$ cat src/rtl/syncram_bist.sv
// syncram_bist: March-style BIST initiator for a synchronous single-port RAM.
// Sequence: W0 (write BG ascending), R0W1 (read BG / write ~BG ascending),
// R1W0 (read ~BG / write BG descending), R0 (read BG ascending), FLUSH, DONE.
// Ports:
//   clk, rst_n           - clock, synchronous active-low reset
//   start                - run request, only honoured in IDLE
//   adress, WD, WE       - RAM address / write data / write enable (registered)
//   Q                    - RAM read data, valid one cycle after its address
//   busy, done, pass     - run in progress, end-of-run pulse, last result
//   fail_addr, fail_data - first mismatch address and read value
// Optional feature: define BIST_FAIL_LOG_EN to capture fail_addr/fail_data;
// otherwise both stay 0.
module syncram_bist #(
  parameter int unsigned       ADDR_W = 8,
  parameter int unsigned       DATA_W = 8,
  parameter logic [DATA_W-1:0] BG     = DATA_W'(8'h00)
) (
  input  logic              clk,
  input  logic              rst_n,
  input  logic              start,
  output logic [ADDR_W-1:0] adress,
  output logic [DATA_W-1:0] WD,
  output logic              WE,
  input  logic [DATA_W-1:0] Q,
  output logic              busy,
  output logic              done,
  output logic              pass,
  output logic [ADDR_W-1:0] fail_addr,
  output logic [DATA_W-1:0] fail_data
);

  localparam logic [ADDR_W-1:0] LAST = '1;

  typedef enum logic [2:0] {IDLE, W0, R0W1, R1W0, R0, FLUSH, DONE} state_t;

  state_t            state, state_nxt;
  logic              half, half_nxt;     // 0: read cycle A, 1: write cycle B
  logic              err, err_nxt;
  logic [ADDR_W-1:0] addr_nxt;
  logic [DATA_W-1:0] wd_nxt;
  logic              we_nxt, busy_nxt, done_nxt, pass_nxt;
  logic [ADDR_W-1:0] fail_addr_nxt;
  logic [DATA_W-1:0] fail_data_nxt;
  logic              run_start, cmp_en, mismatch;
  logic [DATA_W-1:0] cmp_exp;
`ifdef BIST_FAIL_LOG_EN
  logic [ADDR_W-1:0] cmp_addr;
`endif

  // State and registered outputs
  always_ff @(posedge clk) begin
    if (!rst_n) begin
      state     <= IDLE;
      half      <= 1'b0;
      err       <= 1'b0;
      adress    <= '0;
      WD        <= '0;
      WE        <= 1'b0;
      busy      <= 1'b0;
      done      <= 1'b0;
      pass      <= 1'b0;
      fail_addr <= '0;
      fail_data <= '0;
    end else begin
      state     <= state_nxt;
      half      <= half_nxt;
      err       <= err_nxt;
      adress    <= addr_nxt;
      WD        <= wd_nxt;
      WE        <= we_nxt;
      busy      <= busy_nxt;
      done      <= done_nxt;
      pass      <= pass_nxt;
      fail_addr <= fail_addr_nxt;
      fail_data <= fail_data_nxt;
    end
  end

  // Next state, address walk and A/B sub-cycle
  always_comb begin
    state_nxt = state;
    addr_nxt  = adress;
    half_nxt  = 1'b0;
    case (state)
      IDLE: begin
        addr_nxt = '0;
        if (start) state_nxt = W0;
      end
      W0: begin
        if (adress == LAST) begin
          state_nxt = R0W1;
          addr_nxt  = '0;
        end else begin
          addr_nxt = adress + ADDR_W'(1);
        end
      end
      R0W1: begin
        if (!half) begin
          half_nxt = 1'b1;
        end else if (adress == LAST) begin
          state_nxt = R1W0;
          addr_nxt  = LAST;
        end else begin
          addr_nxt = adress + ADDR_W'(1);
        end
      end
      R1W0: begin
        if (!half) begin
          half_nxt = 1'b1;
        end else if (adress == '0) begin
          state_nxt = R0;
          addr_nxt  = '0;
        end else begin
          addr_nxt = adress - ADDR_W'(1);
        end
      end
      R0: begin
        if (adress == LAST) begin
          state_nxt = FLUSH;
          addr_nxt  = '0;
        end else begin
          addr_nxt = adress + ADDR_W'(1);
        end
      end
      FLUSH: begin
        state_nxt = DONE;
        addr_nxt  = '0;
      end
      DONE: begin
        state_nxt = IDLE;
        addr_nxt  = '0;
      end
      default: begin
        state_nxt = IDLE;
        addr_nxt  = '0;
      end
    endcase
  end

  // Read-data compare and next values of the registered outputs
  always_comb begin
    run_start = (state == IDLE) && start;
    cmp_en    = 1'b0;
    cmp_exp   = BG;
    // Q in the current cycle belongs to the address driven one cycle earlier
    case (state)
      R0W1:    cmp_en = half;
      R1W0: begin
        cmp_en  = half;
        cmp_exp = ~BG;
      end
      R0:      cmp_en = (adress != '0);
      FLUSH:   cmp_en = 1'b1;
      default: cmp_en = 1'b0;
    endcase
    mismatch = cmp_en && (Q != cmp_exp);

    we_nxt = (state_nxt == W0) ||
             (((state_nxt == R0W1) || (state_nxt == R1W0)) && half_nxt);
    case (state_nxt)
      W0:      wd_nxt = BG;
      R0W1:    wd_nxt = ~BG;
      R1W0:    wd_nxt = BG;
      default: wd_nxt = '0;
    endcase
    busy_nxt = !((state_nxt == IDLE) || (state_nxt == DONE));
    done_nxt = (state_nxt == DONE);
    err_nxt  = run_start ? 1'b0 : (err | mismatch);
    pass_nxt = done_nxt ? !(err | mismatch) : pass;

`ifdef BIST_FAIL_LOG_EN
    cmp_addr = adress;
    if (state == R0)         cmp_addr = adress - ADDR_W'(1);
    else if (state == FLUSH) cmp_addr = LAST;
    fail_addr_nxt = fail_addr;
    fail_data_nxt = fail_data;
    if (run_start) begin
      fail_addr_nxt = '0;
      fail_data_nxt = '0;
    end else if (mismatch && !err) begin
      fail_addr_nxt = cmp_addr;
      fail_data_nxt = Q;
    end
`else
    fail_addr_nxt = '0;
    fail_data_nxt = '0;
`endif
  end

endmodule

$ cat config.mk
export PLATFORM = sky130hd
export DESIGN_NAME = syncram_bist
export DESIGN_NICKNAME = d
export VERILOG_FILES = /design/src/rtl/syncram_bist.sv
export SDC_FILE = /design/constraint.sdc
export NUM_CORES = 1
export LEC_CHECK = 0
export CAP_MARGIN = 40
export CORE_ASPECT_RATIO = 0.8
export CORE_MARGIN = 2
export CORE_UTILIZATION = 47
export DETAILED_ROUTE_END_ITERATION = 16
export PLACE_DENSITY = 0.81
export SLEW_MARGIN = 40
export SYNTH_ARGS = -nofsm -noshare
export SYNTH_HDL_FRONTEND = slang
export SYNTH_SLANG_ARGS = --single-unit
export TNS_END_PERCENT = 50
$ cat constraint.sdc
create_clock -name clk -period 2.7 [get_ports clk]
set_input_delay 0.54 -clock clk [delete_from_list [all_inputs] [get_ports clk]]
set_output_delay 0.54 -clock clk [all_outputs]
set_load 0.05 [all_outputs]
-- Word-level counts from Yosys, hierarchy flattened
Cells that the tools add are included.
Widths: inputs -> output; s select.
- magnitude comparators: 0
- shifts and indexed selects: 0
- reductions and logical operators: 16
- $mul: 0
- bitwise operators: 2
- mux-type cells: 19
- div/mod/pow operators: 0
- eq/ne operators: 13
- add/sub/neg operators: 2
- operators by type and width (operator ; count):
    $mux 8 ; 7
    $pmux 8 s3 ; 1
    $mux 3 ; 7
    $pmux 3 s6 ; 1
    $eq 3x2->1 const B ; 4
    $eq 3x3->1 const B ; 3
    $add 8x1->8 const B ; 1
    $eq 8x8->1 const B ; 1
    $logic_not 8->1 ; 1
    $ne 8x8->1 ; 1
    $reduce_bool 8->1 ; 1
    $sub 8x1->8 const B ; 1
    $eq 3x1->1 const B ; 2
    $logic_not 3->1 ; 2
    $reduce_or 2->1 ; 3
    $ne 2x2->1 const B ; 2
    $logic_and 1x1->1 ; 3
    $logic_or 1x1->1 ; 3
    $pmux 1 s3 ; 1
    $logic_not 1->1 ; 2
    $mux 1 ; 2
    $reduce_and 2->1 ; 1
    $not 1->1 ; 1
    $or 1x1->1 ; 1
- register bits after elaboration: 25
- bits in read-only memories: 0
- latch bits: 0
- input bits: 11
- memories kept: 0
- word-level logic and storage cells: 61
- bits in writable memories: 0
- output and inout port bits: 36

-- Logic depth before layout (Yosys ltp)
Gate-level depths: netlist of the first run.
- depth in word-level cells: 8
- depth in mapped cells: 8

-- Least setup slack after synthesis of the first run
Ideal clock, no wire load.
- path kind: flip-flop to flip-flop
- from: register adress[0]
- to: register adress[5]
- arrival time: 2171 ps
- clock period less this slack: 2298 ps
- slack: 402 ps
- cell stages (with the launch flop): 9
- path buffers: 1
- cell sequence: dfxtp_1 > inv_1 > ha_1 > or3b_1 > buf_6 > o31ai_4 > or4_1 > a31oi_1 > or3_1
- cells in the longest elaborated chain, start to end: 4
- elaborated cells on any way between the ends: 10
- ends and longest elaborated chain (what ; line ; text):
    start, declared ; 21 ; output logic [ADDR_W-1:0] adress,
    start signal, assigned ; 68 ; adress <= addr_nxt;
    $sub 8x1->8, or another cell as far along ; 114 ; addr_nxt = adress - ADDR_W'(1);
    $mux 8 (on tied branches) ; 110, 100 ;
    $mux 8 (on tied branches) ; 108, 98 ;
    $pmux 8 s3 * ; 84 ; case (state)
Every way passes the cells marked *; elsewhere a longest branch is shown, timed or not. The select of a mux whose other input is x is not followed.
A chain may end at the register's enable or synchronous reset.

-- Worst setup path after layout of the first run
Same ends and word-level chain as after synthesis.

==> results of run 1 <==
==> worst max-delay path: cells and delay by family (launching register included) <==
family | cells | cell delay [ps]
compound gates | 2 | 450
simple gates | 3 | 1040
fa+ha+maj | 1 | 190
flops | 1 | 390
buf+inv | 1 | 110
==> cells in the mapped netlist, types with 3 or more instances <==
cell	n	area (sq um)
nor4_1	4	25.0
buf_4	23	173
nand3_1	7	35.0
o22ai_1	4	25.0
nor2b_1	4	25.0
a21oi_1	7	35.0
nor2_1	14	52.6
o21a_1	3	22.5
nand4_1	4	25.0
o21ai_0	8	40.0
dfxtp_1	18	360
o211a_1	3	30.0
nand2_1	10	37.5
nand2b_1	4	25.0
and3_1	4	25.0
nor3b_1	4	30.0
inv_1	5	18.8
o21ai_1	6	30.0
clkbuf_1	12	45.0
a31oi_1	6	37.5
nor3_1	6	30.0
and2_1	3	18.8
o31ai_1	3	22.5
==> logic make-up after synthesis <==
kind of cell	Yosys count	synth area share, %
compound gates	55	26.6
xor+xnor	2	1.17
fa+ha+maj	2	1.67
buf+inv	43	17.6
flops	18	24.0
other cells	1	0.250
simple gates	76	28.7
==> path summary, 6_finish.rpt <==
kind	start	end	slack, ps
max	adress[0]	adress[5]	400
min	err	err	500
max reg2reg	adress[0]	adress[5]	400
min reg2reg	err	err	500
==> metal layers <==
| layer | track usage (%) | up-vias | wire length (um) |
|---|---|---|---|
| li1 | - | 708 | - |
| met1 | 30.5 | 664 | 1610 |
| met2 | 29.0 | 86 | 1500 |
| met3 | 4.94 | 8 | 421 |
| met4 | 8.16 | 0 | 72 |
| met5 | 0 | - | 0 |
==> registers in the layout (all words and copies together), names as in the netlist <==
signal  cells
adress      8
state       3
WD          1
WE          1
busy        1
done        1
err         1
half        1
pass        1
==> power by group <==
group          switching (mW)  total [mW]  internal, mW
logic                  0.0902       0.125        0.0346
clock network           0.100       0.230         0.130
registers             0.00706       0.277         0.270
==> layout make-up <==
cell class / count / area (sq um) / share of cell area (%)
multi-input combinational: 151 / 932 / 54.1
sequential: 18 / 360 / 20.9
timing repair buffer: 31 / 308 / 17.9
clock buffer: 4 / 55.1 / 3.19
tap: 40 / 50.0 / 2.90
inverter: 5 / 18.8 / 1.09
==> metrics.txt, run 1 <==
required time worst endpoint=2850 ps; root buffer cell=clkbuf_8; clock tree buffer depth=2; Reg clk slew, reported paths=70 ps; Slowest-stage cell, CP=or3b_1; Worst Clk Skew=5.71 ps; input/output buffers=30; RSZ-0062 raised after global routing=no; CTS tree=built; # hold bufs at CTS=0; Pre-Repair DR Iteration Count=4; post_cts resized=0; EDFF count, synth=0; CTS HTree Levels=1; crit path DAT=2450 ps; final wirelength=3610 um; global route total overflow=0; most frequent cells in the layout=clkdlybuf4s50_1, dfxtp_1, conb_1, nor2_1, nand2_1; Highest Clock Rate=0.434 GHz; Post-Place Worst Slack=449 ps; Crit Path Max Fanout=9; FILL cells=280; Routed Antenna Nets=0; status=finished, final reports clean; vias in the first global route=1166; synth warn=0; Residual DRC=0; final setup fails=0; Starting Density=49.0%; critical-path cell list=inv_1 > ha_1 > or3b_1 > o31ai_4 > or4_1 > a31oi_1 > or3_1; Nets=223; core area=3060 sq um; detailed placement HPWL=2560 um; Hold Crit Depth=1; Final Max Slew Viols=0; first-pass GRT wire length=5710 um; Slew @ Worst Pin=652 ps; Netlist cell types=48; most common cell after layout, fill and taps aside=clkdlybuf4s50_1; Seq/Total Area, Yosys=24.0%; initial antenna violation count=0; MaxCap Viol Count=0; peak supply drop=0.342 mV; Rel. slew slack=56.4%; Post-Synthesis Cells=197; CP Launch Type=flop; clock sink count=18; final worst-path cycle share=85.3%; Non-Filler Instances=249; fin util=56.3%; Post-DP Area=1670 sq um; Syn-to-layout area delta=14.9%; final hold slack=504 ps; CP peak stage delay=500 ps; GR Util All Layers=20.8%; clock buffer count from CTS=3; Async S/R FF share, synth=0%; Tot Pwr=0.632 mW; PwrDens=366 nW/um^2; CP endpoint kind=flop; Worst Path Class, Setup=reg -> reg; ant diodes=0; Finished Cell Area=1720 sq um; share of cells above drive strength 1=4.31%; # IOs=47; die height=54.5 um; Syn Std Cell Area=1500 sq um; Routed wire per std cell=14.5 um; final worst slack=398 ps; largest net degree at the start of global routing=18; clk_lat worst skew=260 ps; commonest register cell after synthesis=dfxtp_1; Fin. Hold Viols=0; register bit total from synthesis=18; initial DRC count=101; Via density=5.89; syn_area_per_cell=7.62 sq um; GP Congestion=0.917; LEAKAGE=0.639 nW; placed insts=245; fin crit period=2300 ps; die area=3660 sq um; Setup Buffers After CTS=0; TNS Setup=0 ps; via count of the routed design=1466; Worst Reg2Reg Path Length in Cells=7; FP Rows=18; die width=67.2 um; Worst Hold Class=reg -> reg
Power figures use the tool's default switching activity.
==> inputs of run 2 (changes only) <==
--- a/config.mk
+++ b/config.mk
@@ -11,6 +11,7 @@
 export CORE_UTILIZATION = 47
 export DETAILED_ROUTE_END_ITERATION = 16
 export PLACE_DENSITY = 0.81
+export SETUP_SLACK_MARGIN = 0.02
 export SLEW_MARGIN = 40
 export SYNTH_ARGS = -nofsm -noshare
 export SYNTH_HDL_FRONTEND = slang
==> constraint.sdc (replaced) <==
create_clock -name clk -period 2.7 [get_ports clk]
set_input_delay 0.54 -clock clk [delete_from_list [all_inputs] [get_ports clk]]
set_output_delay 0.54 -clock clk [all_outputs]
set_load 0.01 [all_outputs]
==> results of run 2 <==
Same layout as run 1 (identical final DEF). Status: finished, final reports clean.
Main changes from that run: total power 0.632 mW -> 0.584 mW; worst IR drop on VDD 0.342 mV -> 0.329 mV
==> inputs of run 3 (changes only) <==
--- a/config.mk
+++ b/config.mk
@@ -12,7 +12,6 @@
 export DETAILED_ROUTE_END_ITERATION = 16
 export PLACE_DENSITY = 0.81
 export SETUP_SLACK_MARGIN = 0.02
-export SLEW_MARGIN = 40
 export SYNTH_ARGS = -nofsm -noshare
 export SYNTH_HDL_FRONTEND = slang
 export SYNTH_SLANG_ARGS = --single-unit
==> results of run 3 <==
Same layout as run 1 (identical final DEF). Status: finished, final reports clean.
Main changes from that run: total power 0.632 mW -> 0.584 mW; worst IR drop on VDD 0.342 mV -> 0.329 mV
